<file path="src/rtl/fb_mem_responder.sv">
`default_nettype none
// +--------------------------------------------------------------------------+
// | Module   : fb_mem_responder                                              |
// | Purpose  : Memory-side responder for the framebuffer command/result      |
// |            FIFOs. Drains single (write/fill/read) and burst (8-word      |
// |            read) commands and runs them on a req/ack memory port. Read   |
// |            results go to the single-read and burst-read result FIFOs.    |
// | Ports    : clk_pix, reset_ni (async, active-low)                         |
// |            cmd_q_i/cmd_empty_i/cmd_deq_o         single command FIFO     |
// |            burst_cmd_q_i/burst_cmd_empty_i/burst_cmd_deq_o  burst FIFO   |
// |            rd_d_o/rd_enq_o/rd_full_i             single-read result      |
// |            rd_burst_d_o/rd_burst_enq_o/rd_burst_full_i  burst result     |
// |            mem_req_o/mem_we_o/mem_addr_o/mem_wdata_o/mem_rdata_i/        |
// |            mem_ack_i                             memory port             |
// |            busy_o, dbg_state_o                   status                  |
// | Options  : FB_MEM_FILL_PREEMPT_EN - a pending burst may suspend a fill   |
// |            between writes; the fill resumes right after the burst.       |
// | Revision : 1.0 - initial release                                         |
// +--------------------------------------------------------------------------+
module fb_mem_responder #(
  parameter int ADDR_WIDTH = 24,
  parameter int BURST_LEN  = 8
) (
  input  logic                    clk_pix,
  input  logic                    reset_ni,
  input  logic [59:0]             cmd_q_i,
  input  logic                    cmd_empty_i,
  output logic                    cmd_deq_o,
  input  logic [31:0]             burst_cmd_q_i,
  input  logic                    burst_cmd_empty_i,
  output logic                    burst_cmd_deq_o,
  output logic [15:0]             rd_d_o,
  output logic                    rd_enq_o,
  input  logic                    rd_full_i,
  output logic [16*BURST_LEN-1:0] rd_burst_d_o,
  output logic                    rd_burst_enq_o,
  input  logic                    rd_burst_full_i,
  output logic                    mem_req_o,
  output logic                    mem_we_o,
  output logic [ADDR_WIDTH-1:0]   mem_addr_o,
  output logic [15:0]             mem_wdata_o,
  input  logic [15:0]             mem_rdata_i,
  input  logic                    mem_ack_i,
  output logic                    busy_o,
  output logic [3:0]              dbg_state_o
);

  localparam int BEAT_W  = $clog2(BURST_LEN);
  localparam int BURST_W = 16 * BURST_LEN;

  typedef enum logic [3:0] {
    S_IDLE       = 4'd0,
    S_CMD        = 4'd1,
    S_WRITE      = 4'd2,
    S_READ       = 4'd3,
    S_READ_PUSH  = 4'd4,
    S_BURST      = 4'd5,
    S_BURST_READ = 4'd6,
    S_BURST_PUSH = 4'd7
  } state_t;

  state_t                  state_q, state_d;
  logic [ADDR_WIDTH-1:0]   addr_q, addr_d;     // fill/single address
  logic [ADDR_WIDTH-1:0]   baddr_q, baddr_d;   // burst address, kept apart so a suspended fill survives
  logic [19:0]             cnt_q, cnt_d;
  logic [15:0]             data_q, data_d;
  logic [BEAT_W-1:0]       beat_q, beat_d;
  logic [15:0]             rd_d_q, rd_d_d;
  logic [BURST_W-1:0]      burst_q, burst_d;
  logic                    susp_q, susp_d;
  logic                    gap_q;              // forces mem_req_o low the cycle after an ack
  logic                    w_req, w_ack, w_cmd_deq, w_burst_deq;
  logic                    w_unused_bits;

  assign w_unused_bits = ^burst_cmd_q_i[31:ADDR_WIDTH];

  assign w_req = !gap_q && (state_q == S_WRITE || state_q == S_READ || state_q == S_BURST_READ);
  assign w_ack = w_req && mem_ack_i;

  assign mem_req_o      = w_req;
  assign mem_we_o       = (state_q == S_WRITE);
  assign mem_addr_o     = (state_q == S_BURST_READ) ? baddr_q : addr_q;
  assign mem_wdata_o    = data_q;
  assign rd_d_o         = rd_d_q;
  assign rd_burst_d_o   = burst_q;
  assign busy_o         = (state_q != S_IDLE);
  assign dbg_state_o    = state_q;
  // IDLE decodes FIFO status combinationally; keep the pulses quiet while reset is held.
  assign cmd_deq_o       = w_cmd_deq && reset_ni;
  assign burst_cmd_deq_o = w_burst_deq && reset_ni;

  always_ff @(posedge clk_pix or negedge reset_ni) begin
    if (!reset_ni) begin
      state_q <= S_IDLE;
      addr_q  <= '0;
      baddr_q <= '0;
      cnt_q   <= '0;
      data_q  <= '0;
      beat_q  <= '0;
      rd_d_q  <= '0;
      burst_q <= '0;
      susp_q  <= 1'b0;
      gap_q   <= 1'b0;
    end else begin
      state_q <= state_d;
      addr_q  <= addr_d;
      baddr_q <= baddr_d;
      cnt_q   <= cnt_d;
      data_q  <= data_d;
      beat_q  <= beat_d;
      rd_d_q  <= rd_d_d;
      burst_q <= burst_d;
      susp_q  <= susp_d;
      gap_q   <= w_ack;
    end
  end

  always_comb begin
    state_d        = state_q;
    addr_d         = addr_q;
    baddr_d        = baddr_q;
    cnt_d          = cnt_q;
    data_d         = data_q;
    beat_d         = beat_q;
    rd_d_d         = rd_d_q;
    burst_d        = burst_q;
    susp_d         = susp_q;
    w_cmd_deq      = 1'b0;
    w_burst_deq    = 1'b0;
    rd_enq_o       = 1'b0;
    rd_burst_enq_o = 1'b0;
    case (state_q)
      S_IDLE: begin
        if (!burst_cmd_empty_i) begin
          w_burst_deq = 1'b1;
          baddr_d     = burst_cmd_q_i[ADDR_WIDTH-1:0];
          beat_d      = '0;
          state_d     = S_BURST;
        end else if (susp_q) begin
          susp_d  = 1'b0;
          state_d = S_WRITE;
        end else if (!cmd_empty_i) begin
          w_cmd_deq = 1'b1;
          cnt_d     = cmd_q_i[59:40];
          addr_d    = cmd_q_i[16 +: ADDR_WIDTH];
          data_d    = cmd_q_i[15:0];
          state_d   = S_CMD;
        end
      end
      S_CMD: state_d = (cnt_q != 20'd0) ? S_WRITE : S_READ;
      S_WRITE: begin
        if (w_ack) begin
          addr_d = addr_q + 1'b1;
          cnt_d  = cnt_q - 1'b1;
          if (cnt_q == 20'd1) begin
            state_d = S_IDLE;
          end
`ifdef FB_MEM_FILL_PREEMPT_EN
          else if (!burst_cmd_empty_i) begin
            // addr/cnt/data already hold the resume point
            susp_d  = 1'b1;
            state_d = S_IDLE;
          end
`endif
        end
      end
      S_READ: begin
        if (w_ack) begin
          rd_d_d  = mem_rdata_i;
          state_d = S_READ_PUSH;
        end
      end
      S_READ_PUSH: begin
        if (!rd_full_i) begin
          rd_enq_o = 1'b1;
          state_d  = S_IDLE;
        end
      end
      S_BURST: state_d = S_BURST_READ;
      S_BURST_READ: begin
        if (w_ack) begin
          // shift left so the first word ends up in the top slot
          burst_d = {burst_q[BURST_W-17:0], mem_rdata_i};
          baddr_d = baddr_q + 1'b1;
          beat_d  = beat_q + 1'b1;
          if (beat_q == BEAT_W'(BURST_LEN - 1)) begin
            state_d = S_BURST_PUSH;
          end
        end
      end
      S_BURST_PUSH: begin
        if (!rd_burst_full_i) begin
          rd_burst_enq_o = 1'b1;
          state_d        = S_IDLE;
        end
      end
      default: state_d = S_IDLE;
    endcase
  end

endmodule
`default_nettype wire
</file>
<file path="config.mk">
export PLATFORM = sky130hd
export DESIGN_NAME = fb_mem_responder
export DESIGN_NICKNAME = d
export VERILOG_FILES = /design/src/rtl/fb_mem_responder.sv
export SDC_FILE = /design/constraint.sdc
export NUM_CORES = 1
export LEC_CHECK = 0
export CAP_MARGIN = 15
export CORE_MARGIN = 5
export CORE_UTILIZATION = 45
export CTS_BUF_LIST = sky130_fd_sc_hd__clkbuf_2 sky130_fd_sc_hd__clkbuf_4 sky130_fd_sc_hd__clkbuf_8
export CTS_CLUSTER_SIZE = 16
export DETAILED_ROUTE_END_ITERATION = 12
export GPL_TIMING_DRIVEN = 0
export PLACE_DENSITY = 0.84
export SYNTH_ARGS = -nofsm -noshare
export SYNTH_HDL_FRONTEND = slang
export SYNTH_SLANG_ARGS = --single-unit
</file>
<file path="constraint.sdc">
create_clock -name clk_pix -period 2.1 [get_ports clk_pix]
set_clock_uncertainty 0.1 [all_clocks]
set_input_delay 0.315 -clock clk_pix [delete_from_list [all_inputs] [get_ports clk_pix]]
set_output_delay 0.315 -clock clk_pix [all_outputs]
set_load 0.01 [all_outputs]
</file>
## After elaboration in Yosys (flattened, before gate mapping)

Index checks and enable logic that the tools add are counted.

| operators by class | value |
|---|---|
| reduce and logical (&&, ||, !) cells | 18 |
| bitwise operators | 1 |
| add/sub/neg operators | 4 |
| muxes and demuxes | 35 |
| equal/unequal tests | 20 |

Operators by type and width:

| cell | number |
|---|---|
| two-way mux 24 bit | 6 |
| case mux 24 bit (2 select lines) | 2 |
| two-way mux 20 bit | 3 |
| adder 24 x 1 -> 24 bit, second input constant | 2 |
| case mux 20 bit (2 select lines) | 1 |
| two-way mux 4 bit | 9 |
| case mux 4 bit (8 select lines) | 1 |
| equality test 20 x 1 -> 1 bit, second input constant | 1 |
| nonzero test 20 bit | 1 |
| subtractor 20 x 1 -> 20 bit, second input constant | 1 |
| equality test 4 x 3 -> 1 bit, second input constant | 4 |
| inequality test 2 bit, second input constant | 7 |
| two-way mux 1 bit | 10 |
| equality test 4 x 2 -> 1 bit, second input constant | 2 |
| AND reduction 8 bit | 1 |
| two-way mux 3 bit | 2 |
| inequality test 2 x 1 -> 1 bit, second input constant | 3 |
| case mux 3 bit (2 select lines) | 1 |
| AND reduction 3 bit | 2 |
| equality test 4 x 1 -> 1 bit, second input constant | 1 |
| logical AND 1 bit | 4 |
| zero test 4 bit | 1 |
| AND reduction 2 bit | 2 |
| AND reduction 4 bit | 1 |
| other kinds (8) | 10 |

| word-level totals | value |
|---|---|
| logic and storage cells | 87 |
| input bits | 115 |
| output and inout bits | 195 |
| bits in registers | 236 |

## Longest topological paths before layout

Gate-level depths: netlist of the first run.

| logic depth | value |
|---|---|
| depth in word-level cells | 7 |
| depth in mapped cells | 9 |
| gate-level depth less buffers | 7 |

## Worst setup path before layout of the first run

Ideal clock, no wire load.

| path | value |
|---|---|
| path kind | register to output |
| start | register state_q[2], in the netlist dbg_state_o[2] |
| end | output port mem_addr_o[10] |
| slack | -0.058 ns |
| buffers on the path | 4 |
| required time | 1.685 ns |
| data arrival time | 1.743 ns |
| stages on the path, launching flop included | 8 |
| cells stage by stage | dfrtp_1 clkbuf_1 and3_1 clkbuf_1 buf_2 buf_1 nand2_1 nand2_1 |

| on the way | value |
|---|---|
| cells in the longest elaborated chain, start to end | 2 |

Ends and longest elaborated chain:

| element | RTL line | source |
|---|---|---|
| from (decl) | 62 | `state_t state_q, state_d;` |
| from (signal assigned) | 105 | `state_q <= state_d;` |
| equality test 4 x 3 -> 1 bit | 82 | `assign mem_addr_o = (state_q == S_BURST_READ) ? baddr_q : addr_q;` |
| two-way mux 24 bit | 82 |  |
| to (decl) | 40 | `output logic [ADDR_WIDTH-1:0] mem_addr_o,` |

Every way passes these cells.

## Final worst setup path of the first run

| path | value |
|---|---|
| start | register state_q[1], in the netlist dbg_state_o[1] |
| end | output port burst_cmd_deq_o |

| on the way | value |
|---|---|
| cells in the longest elaborated chain, start to end | 3 |

Ends and longest elaborated chain:

| element | RTL line | source |
|---|---|---|
| zero test 4 bit | 132 | `case (state_q)` |
| two-way mux 1 bit | 132 |  |
| logical AND 1 bit | 90 | `assign burst_cmd_deq_o = w_burst_deq && reset_ni;` |
| to (decl) | 31 | `output logic burst_cmd_deq_o,` |

Every way passes these cells.

==> flow_metrics.env, run 1 <==
export IMPL_category_of_cells_accounting_for_the_largest_share_of_critical_path_delay="simple AND/OR/NAND/NOR gates"
export IMPL_final_cell_mix="512 x nand2_1, 267 x clkdlybuf4s50_1, 230 x dfrtp_1"
export IMPL_post_synth_design_cell_area_um2=10980
export IMPL_num_antenna_cells=0
export IMPL_wire_per_inst_um=19.07
export IMPL_timing_final_crit_period_ps=2512
export IMPL_cp_common_cell="buf_6"
export IMPL_ys_warn_count=0
export IMPL_grt_start_max_net_pins=122
export IMPL_global_route_overflow_total=0
export IMPL_grt_first_pass_wirelength_um=60490
export IMPL_worstSetupEndpointType="primary output"
export IMPL_number_of_nets_in_the_layout=1837
export IMPL_crit_fanout=3
export IMPL_synth_enable_flop_cells=0
export IMPL_postSynthRegisterBits=235
export IMPL_maxSlewViolCount=0
export IMPL_run_status="finished, violations left"
export IMPL_finalSetupViolations=72
export IMPL_timing_reg2reg_worst_path_depth=10
export IMPL_async_s_r_ff_share_synth_pct=100.0
export IMPL_cap_viol_max_count=0
export IMPL_setup_slack_of_the_critical_path_after_layout_ps=-412.1
export IMPL_floorplan_rows=57
export IMPL_synth_lib_cells_used_distinct=62
export IMPL_vias_per_cell=5.515
export IMPL_hold_path_class="in -> async"
export IMPL_power_frac_seq_pct=31.1
export IMPL_dp_final_hpwl_um=26870
export IMPL_p_sw_share_pct=41.52
export IMPL_postSynthCellCount=1299
export IMPL_synth_seq_area_share_pct=53.54
export IMPL_numClockSinks=235
export IMPL_final_hold_viol_count=115
export IMPL_die_height_um=166.2
export IMPL_synth_net_count=1421
export IMPL_worst_pin_slew_ps=902.0
export IMPL_rsz0062_at_grt="true"
export IMPL_via_count=11380
export IMPL_fin_hold_ws_ps=-305.4
export IMPL_tritoncts="yes"
export IMPL_post_route_design_area_um2=16740
export IMPL_drtIter0Drc=1081
export IMPL_crit_slowest_cell="dfrtp_2"
export IMPL_areaGrowthSynthToFinish_pct=52.46
export IMPL_layout_commonest_cell="nand2_1"
export IMPL_clock_insertion_delay_worst_skew_ps=530
export IMPL_worstPathCellList="buf_6, or3_4, a21oi_4, buf_6, and3_4, buf_6"
export IMPL_dpl_cell_area_um2=14430
export IMPL_routed_wl_um=39330
export IMPL_gr_usage_all_layers_pct=26.65
export IMPL_path_buf_inv=3
export IMPL_drt_pre_antenna_iters=5
export IMPL_p_clk_share_pct=14.6
export IMPL_start_util_pct=45.43
export IMPL_ratio_of_cells_with_drive_above_1_in_the_final_layout_pct=20.93
export IMPL_timing_critical_path_arrival_ps=2100
export IMPL_gp_congestion=0.9501
export IMPL_reg2reg_setup_slack_ps=-240
export IMPL_top_level_ports=310
export IMPL_regToRegStartpoint="dbg_state_o[1]$_DFFE_PN0P_"
export IMPL_criticalPathCategory="reg -> out"
export IMPL_syn_avg_cell_area_um2=8.455
export IMPL_critical_path_reg2reg_endpoint="addr_q[19]$_DFFE_PN0P_"
export IMPL_core_region_area_um2=24180
export IMPL_io_buffers=300
export IMPL_cts_max_path_bufs=3
export IMPL_synthFlopType="dfrtp_1"
export IMPL_total_leakage_power_nw=7.867
export IMPL_route_detailed_drc=0
export IMPL_htree_num_levels=2
export IMPL_maxSlewHeadroom_pct=39.87
export IMPL_worst_path_largest_cell_delay_ps=420
export IMPL_die_w_um=166.2
export IMPL_worst_endpoint_required_time_ps=1680
export IMPL_pwr_density_cell_nw_per_um2=1655
export IMPL_timing_final_crit_share_pct=119.6
export IMPL_power_frac_comb_pct=54.3
export IMPL_internal_power_mw=16.20
export IMPL_violations="hold timing, setup timing"
export IMPL_die_area_um2=27630
export IMPL_switching_power_total_mw=11.50
export IMPL_grt_pass1_vias=11120
export IMPL_cts_root_buffer_cell="clkbuf_8"
export IMPL_peakVddDrop_mv=0.8996
export IMPL_power_total_mw=27.71
export IMPL_startpoint_type="flip-flop"
export IMPL_max_freq_ghz=0.3981
export IMPL_ant_nets=0
export IMPL_clock_buffer_count_from_cts=40
export IMPL_cts_reportedPaths_clkPinSlew_ps=60
export IMPL_initial_antenna_violation_count=0
-- cell type report --
type	count	area, um2
well taps	324	405.4
multi-input cells	972	5210
plain buffers	74	578.1
repair buffers	382	3845
fillers	1810	7432
clock buffers	63	748.2
clock inverters	3	21.27
inverters	10	50.05
flip-flops and latches	235	5887
-- state kept, by name (all words and copies together), names as in the netlist --
signal,cells
rd_d_o,16
rd_burst_d_o,128
baddr_q,24
addr_q,24
cnt_q,20
gap_q,1
beat_q,3
dbg_state_o,3
mem_wdata_o,16
-- per-stage QoR --
stage               setup TNS [ps]  utilization [%]  setup slack, ps  instances
floorplan                        0                -            49.27       1299
global placement          -2356470            59.55            -9365       1923
detailed placement         -143090            59.68           -995.6       1924
CTS                          -7113            67.10           -403.9       2040
global route                -18110            69.26           -468.8       2063
finish                      -13740            69.26           -412.1       2063
-- cell usage after synthesis (8+ instances only) --
library cell / instances / share of area [%]
nor2_1: 42 / 1.4
nand3_1: 39 / 1.8
nor4_1: 11 / 0.63
mux2_2: 16 / 1.6
o22ai_1: 30 / 1.7
buf_2: 23 / 1.0
nand2_1: 561 / 19
a2bb2oi_1: 8 / 0.64
and3_1: 16 / 0.91
nand4_1: 8 / 0.46
clkbuf_1: 54 / 1.8
nor3_1: 21 / 0.96
inv_1: 9 / 0.31
a21oi_1: 78 / 3.6
dfrtp_1: 235 / 54
o21ai_0: 42 / 1.9
-- worst max path at each step --
stage,startpoint,end,slack [ps],cells past startpoint
after floorplan,dbg_state_o[2]$_DFFE_PN0P_,mem_addr_o[11],50,7
after global placement,reset_ni,rd_burst_d_o[114]$_DFFE_PN0P_,-9370,1
after detailed placement,dbg_state_o[1]$_DFFE_PN0P_,mem_addr_o[5],-1000,7
after CTS,dbg_state_o[1]$_DFFE_PN0P_,burst_cmd_deq_o,-400,6
after global routing,dbg_state_o[1]$_DFFE_PN0P_,burst_cmd_deq_o,-470,6
final,dbg_state_o[1]$_DFFE_PN0P_,burst_cmd_deq_o,-410,6
-- power by group through the flow --
| stage | combinational [mW] | clock [mW] | sequential [mW] |
|---|---|---|---|
| final | 15.0 | 4.05 | 8.62 |
| after global routing | 16.1 | 4.34 | 8.91 |
| after CTS | 13.8 | 4.12 | 8.51 |
| after detailed placement | 11.9 | 0 | 8.47 |
| after global placement | 11.7 | 0 | 8.37 |
| after floorplan | 5.51 | 0 | 8.60 |
-- per-layer routing --
layer | vias up | part of all wire (%) | global-route usage, %
li1 | 5219 | - | -
met1 | 5402 | 39 | 34.78
met2 | 609 | 47 | 43.04
met3 | 147 | 8.5 | 5.808
met4 | 0 | 5.0 | 11.81
met5 | - | 0 | 0
-- what timing repair did --
action,4_1_cts,5_1_grt
hold endpoints to repair,115,115
gates resized for setup,328,111
gates cloned,4,3
setup endpoints to repair,255,223
setup buffers,47,29
pin swaps,38,26
-- cells by family after synthesis --
group,count (synthesis),synth area share (%)
AND/OR/NAND/NOR,735,28.20
flip-flops,235,53.54
adder cells (fa/ha/maj),7,0.7974
AO/OA/AOI/OAI,208,11.78
buffers and inverters,92,3.554
multiplexers,21,2.096
other,1,0.03414
Power figures use the tool's default switching activity.
==> inputs of run 2 (changes only) <==
CORE_UTILIZATION = 40   (was 45)
PLACE_DENSITY = 0.76   (was 0.84)
==> run 2 against run 1 <==
Net effect:
- global-route usage down 2.4 points
- cell count up 0.58%
- the run still ends with hold timing, setup timing left
- non-clock buffer count down 15
- design area about the same
- count of clock-buffer cells in the layout up 6
- critical path depth unchanged
- combinational power down 3%
- largest cell class unchanged
- total power up 0.44%
- register-to-register slack better by 150 ps
==> flow_metrics.env, run 2 (synthesis gave the netlist of run 1 again) <==
export IMPL_run_status="finished, violations left"
export IMPL_violations="hold timing, setup timing"
export IMPL_drt_pre_antenna_iters=7
export IMPL_worst_pin_slew_ps=650.5
export IMPL_clock_buffer_count_from_cts=43
export IMPL_finalSetupViolations=46
export IMPL_tritoncts="yes"
export IMPL_die_w_um=175.7
export IMPL_dp_final_hpwl_um=27560
export IMPL_fin_hold_ws_ps=-318.1
export IMPL_hold_path_class="in -> async"
export IMPL_start_util_pct=40.64
export IMPL_ant_nets=0
export IMPL_dp_worst_setup_slack_ps=-1011
export IMPL_maxSlewHeadroom_pct=56.63
export IMPL_final_cell_mix="515 x nand2_1, 265 x clkdlybuf4s50_1, 229 x dfrtp_1"
export IMPL_floorplan_rows=60
export IMPL_p_clk_share_pct=16.8
export IMPL_ratio_of_cells_with_drive_above_1_in_the_final_layout_pct=20.89
export IMPL_cap_viol_max_count=0
export IMPL_layout_commonest_cell="nand2_1"
export IMPL_total_leakage_power_nw=7.868
export IMPL_final_hold_viol_count=119
export IMPL_die_area_um2=30870
export IMPL_timing_critical_path_arrival_ps=2100
export IMPL_initial_antenna_violation_count=1
export IMPL_areaGrowthSynthToFinish_pct=52.61
export IMPL_worst_endpoint_required_time_ps=1680
export IMPL_pwr_density_cell_nw_per_um2=1661
export IMPL_nFillCells=2291
export IMPL_crit_fanout=3
export IMPL_grt_first_pass_wirelength_um=60660
export IMPL_clock_insertion_delay_worst_skew_ps=540
export IMPL_htree_num_levels=2
export IMPL_die_height_um=175.7
export IMPL_timing_final_crit_period_ps=2517
export IMPL_io_buffers=300
export IMPL_worstSetupEndpointType="primary output"
export IMPL_largest_register_ff_count=128
export IMPL_peakVddDrop_mv=0.7999
export IMPL_power_frac_comb_pct=52.1
export IMPL_core_region_area_um2=27030
export IMPL_wire_per_inst_um=19.08
export IMPL_gr_usage_all_layers_pct=24.26
export IMPL_dp_cells=1942
export IMPL_cts_root_buffer_cell="clkbuf_8"
export IMPL_timing_final_crit_share_pct=119.9
export IMPL_top_level_ports=310
export IMPL_internal_power_mw=16.40
export IMPL_gp_congestion=0.9420
export IMPL_cts_max_path_bufs=3
export IMPL_route_detailed_drc=0
export IMPL_cp_common_cell="buf_6"
export IMPL_switching_power_total_mw=11.43
export IMPL_finalNonFillerCells=2075
export IMPL_crit_slowest_cell="dfrtp_2"
export IMPL_p_sw_share_pct=41.07
export IMPL_worst_path_largest_cell_delay_ps=410
export IMPL_post_route_design_area_um2=16760
export IMPL_global_route_overflow_total=0
export IMPL_grt_pass1_vias=11260
export IMPL_setup_tns_final_ps=-8948
export IMPL_power_frac_seq_pct=31.0
export IMPL_cts_reportedPaths_clkPinSlew_ps=60
export IMPL_numClockSinks=235
export IMPL_startpoint_type="flip-flop"
export IMPL_max_freq_ghz=0.3973
export IMPL_number_of_nets_in_the_layout=1825
export IMPL_setup_slack_of_the_critical_path_after_layout_ps=-417.2
export IMPL_rsz0062_at_grt="true"
export IMPL_dpl_cell_area_um2=14480
export IMPL_worstPathCellList="buf_6, or3_4, a21oi_4, buf_6, and3_4, buf_6"
export IMPL_grt_start_max_net_pins=122
export IMPL_via_count=11280
export IMPL_criticalPathCategory="reg -> out"
export IMPL_maxSlewViolCount=0
export IMPL_drtIter0Drc=912
export IMPL_routed_wl_um=39590
export IMPL_vias_per_cell=5.434
==> run 2: cell count changes in the layout (fill, tap and decap cells not counted), moves of 4 or more <==
| cell | change |
|---|---|
| buf_6 | -11 |
| clkbuf_1 | -5 |
| clkbuf_4 | -6 |
| clkbuf_8 | +12 |
| nand2_2 | +4 |
| nand2_4 | -8 |
| nor3_1 | +4 |
| nor3_2 | -4 |
| o21ai_0 | +4 |
==> run 2: layer usage <==
| layer | up-vias | track usage [%] | routed length [um] |
|---|---|---|---|
| li1 | 5188 | - | - |
| met1 | 5381 | 31.51 | 15840 |
| met2 | 577 | 39.31 | 18630 |
| met3 | 130 | 5.768 | 3434 |
| met4 | 0 | 9.779 | 1685 |
| met5 | - | 0 | 0 |
==> run 2: repair_timing <==
| item | 4_1_cts | 5_1_grt |
|---|---|---|
| hold endpoints to repair | 119 | 119 |
| gates resized for setup | 301 | 135 |
| endpoints found under the setup margin | 257 | 144 |
| pin swaps | 27 | 28 |
| gates cloned | 2 | 4 |
| buffers inserted | 32 | 26 |
==> run 2: through the flow <==
step | total power [mW] | hold slack [ps] | util (%)
5_1_grt | 29.46 | -279.0 | 62.02
4_1_cts | 26.79 | -289.5 | 59.82
3_5_place_dp | 20.45 | 300.9 | 53.57
6_report | 27.83 | -318.1 | 62.02
2_1_floorplan | 14.11 | -80.59 | -
3_3_place_gp | 20.17 | 356.8 | 53.35
==> run 2: power by group through the flow <==
| stage | Sequential, mW | Combinational (mW) | Clock, mW |
|---|---|---|---|
| 2_1_floorplan | 8.60 | 5.51 | 0 |
| 3_3_place_gp | 8.41 | 11.8 | 0 |
| 3_5_place_dp | 8.49 | 12.0 | 0 |
| 4_1_cts | 8.51 | 13.5 | 4.78 |
| 5_1_grt | 8.89 | 15.6 | 4.99 |
| 6_report | 8.64 | 14.5 | 4.69 |
==> run 2: path summary, 6_finish.rpt <==
path	from	end	slack, ps	cells after the start
worst max-delay path	dbg_state_o[1]$_DFFE_PN0P_	burst_cmd_deq_o	-420	6
worst min-delay path	reset_ni	cnt_q[13]$_DFFE_PN0P_	-320	2
worst max register to register	dbg_state_o[2]$_DFFE_PN0P_	cnt_q[7]$_DFFE_PN0P_	-90	8
worst min register to register	mem_wdata_o[4]$_DFFE_PN0P_	mem_wdata_o[4]$_DFFE_PN0P_	370	2
max in group asynchronous	reset_ni	rd_burst_d_o[116]$_DFFE_PN0P_	1200	3
min in group clk_pix	cmd_q_i[3]	mem_wdata_o[3]$_DFFE_PN0P_	200	3
==> run 2: area by class of cell <==
type | count | area, um2 | area share [%]
inverters | 10 | 50.05 | 0.2986
flip-flops and latches | 235 | 5888 | 35.13
well taps | 341 | 426.7 | 2.546
repair buffers | 365 | 3633 | 21.68
clock buffers | 69 | 880.8 | 5.255
plain buffers | 76 | 623.1 | 3.718
clock inverters | 6 | 61.31 | 0.3658
diodes | 1 | 2.502 | 0.01493
multi-input cells | 972 | 5195 | 30.99
==> run 2: critical path: cells and delay by family, from the launching register on <==
family | cells | cell delay (ps)
simple gates | 2 | 570
flops | 1 | 410
buf+inv | 3 | 380
compound gates | 1 | 210
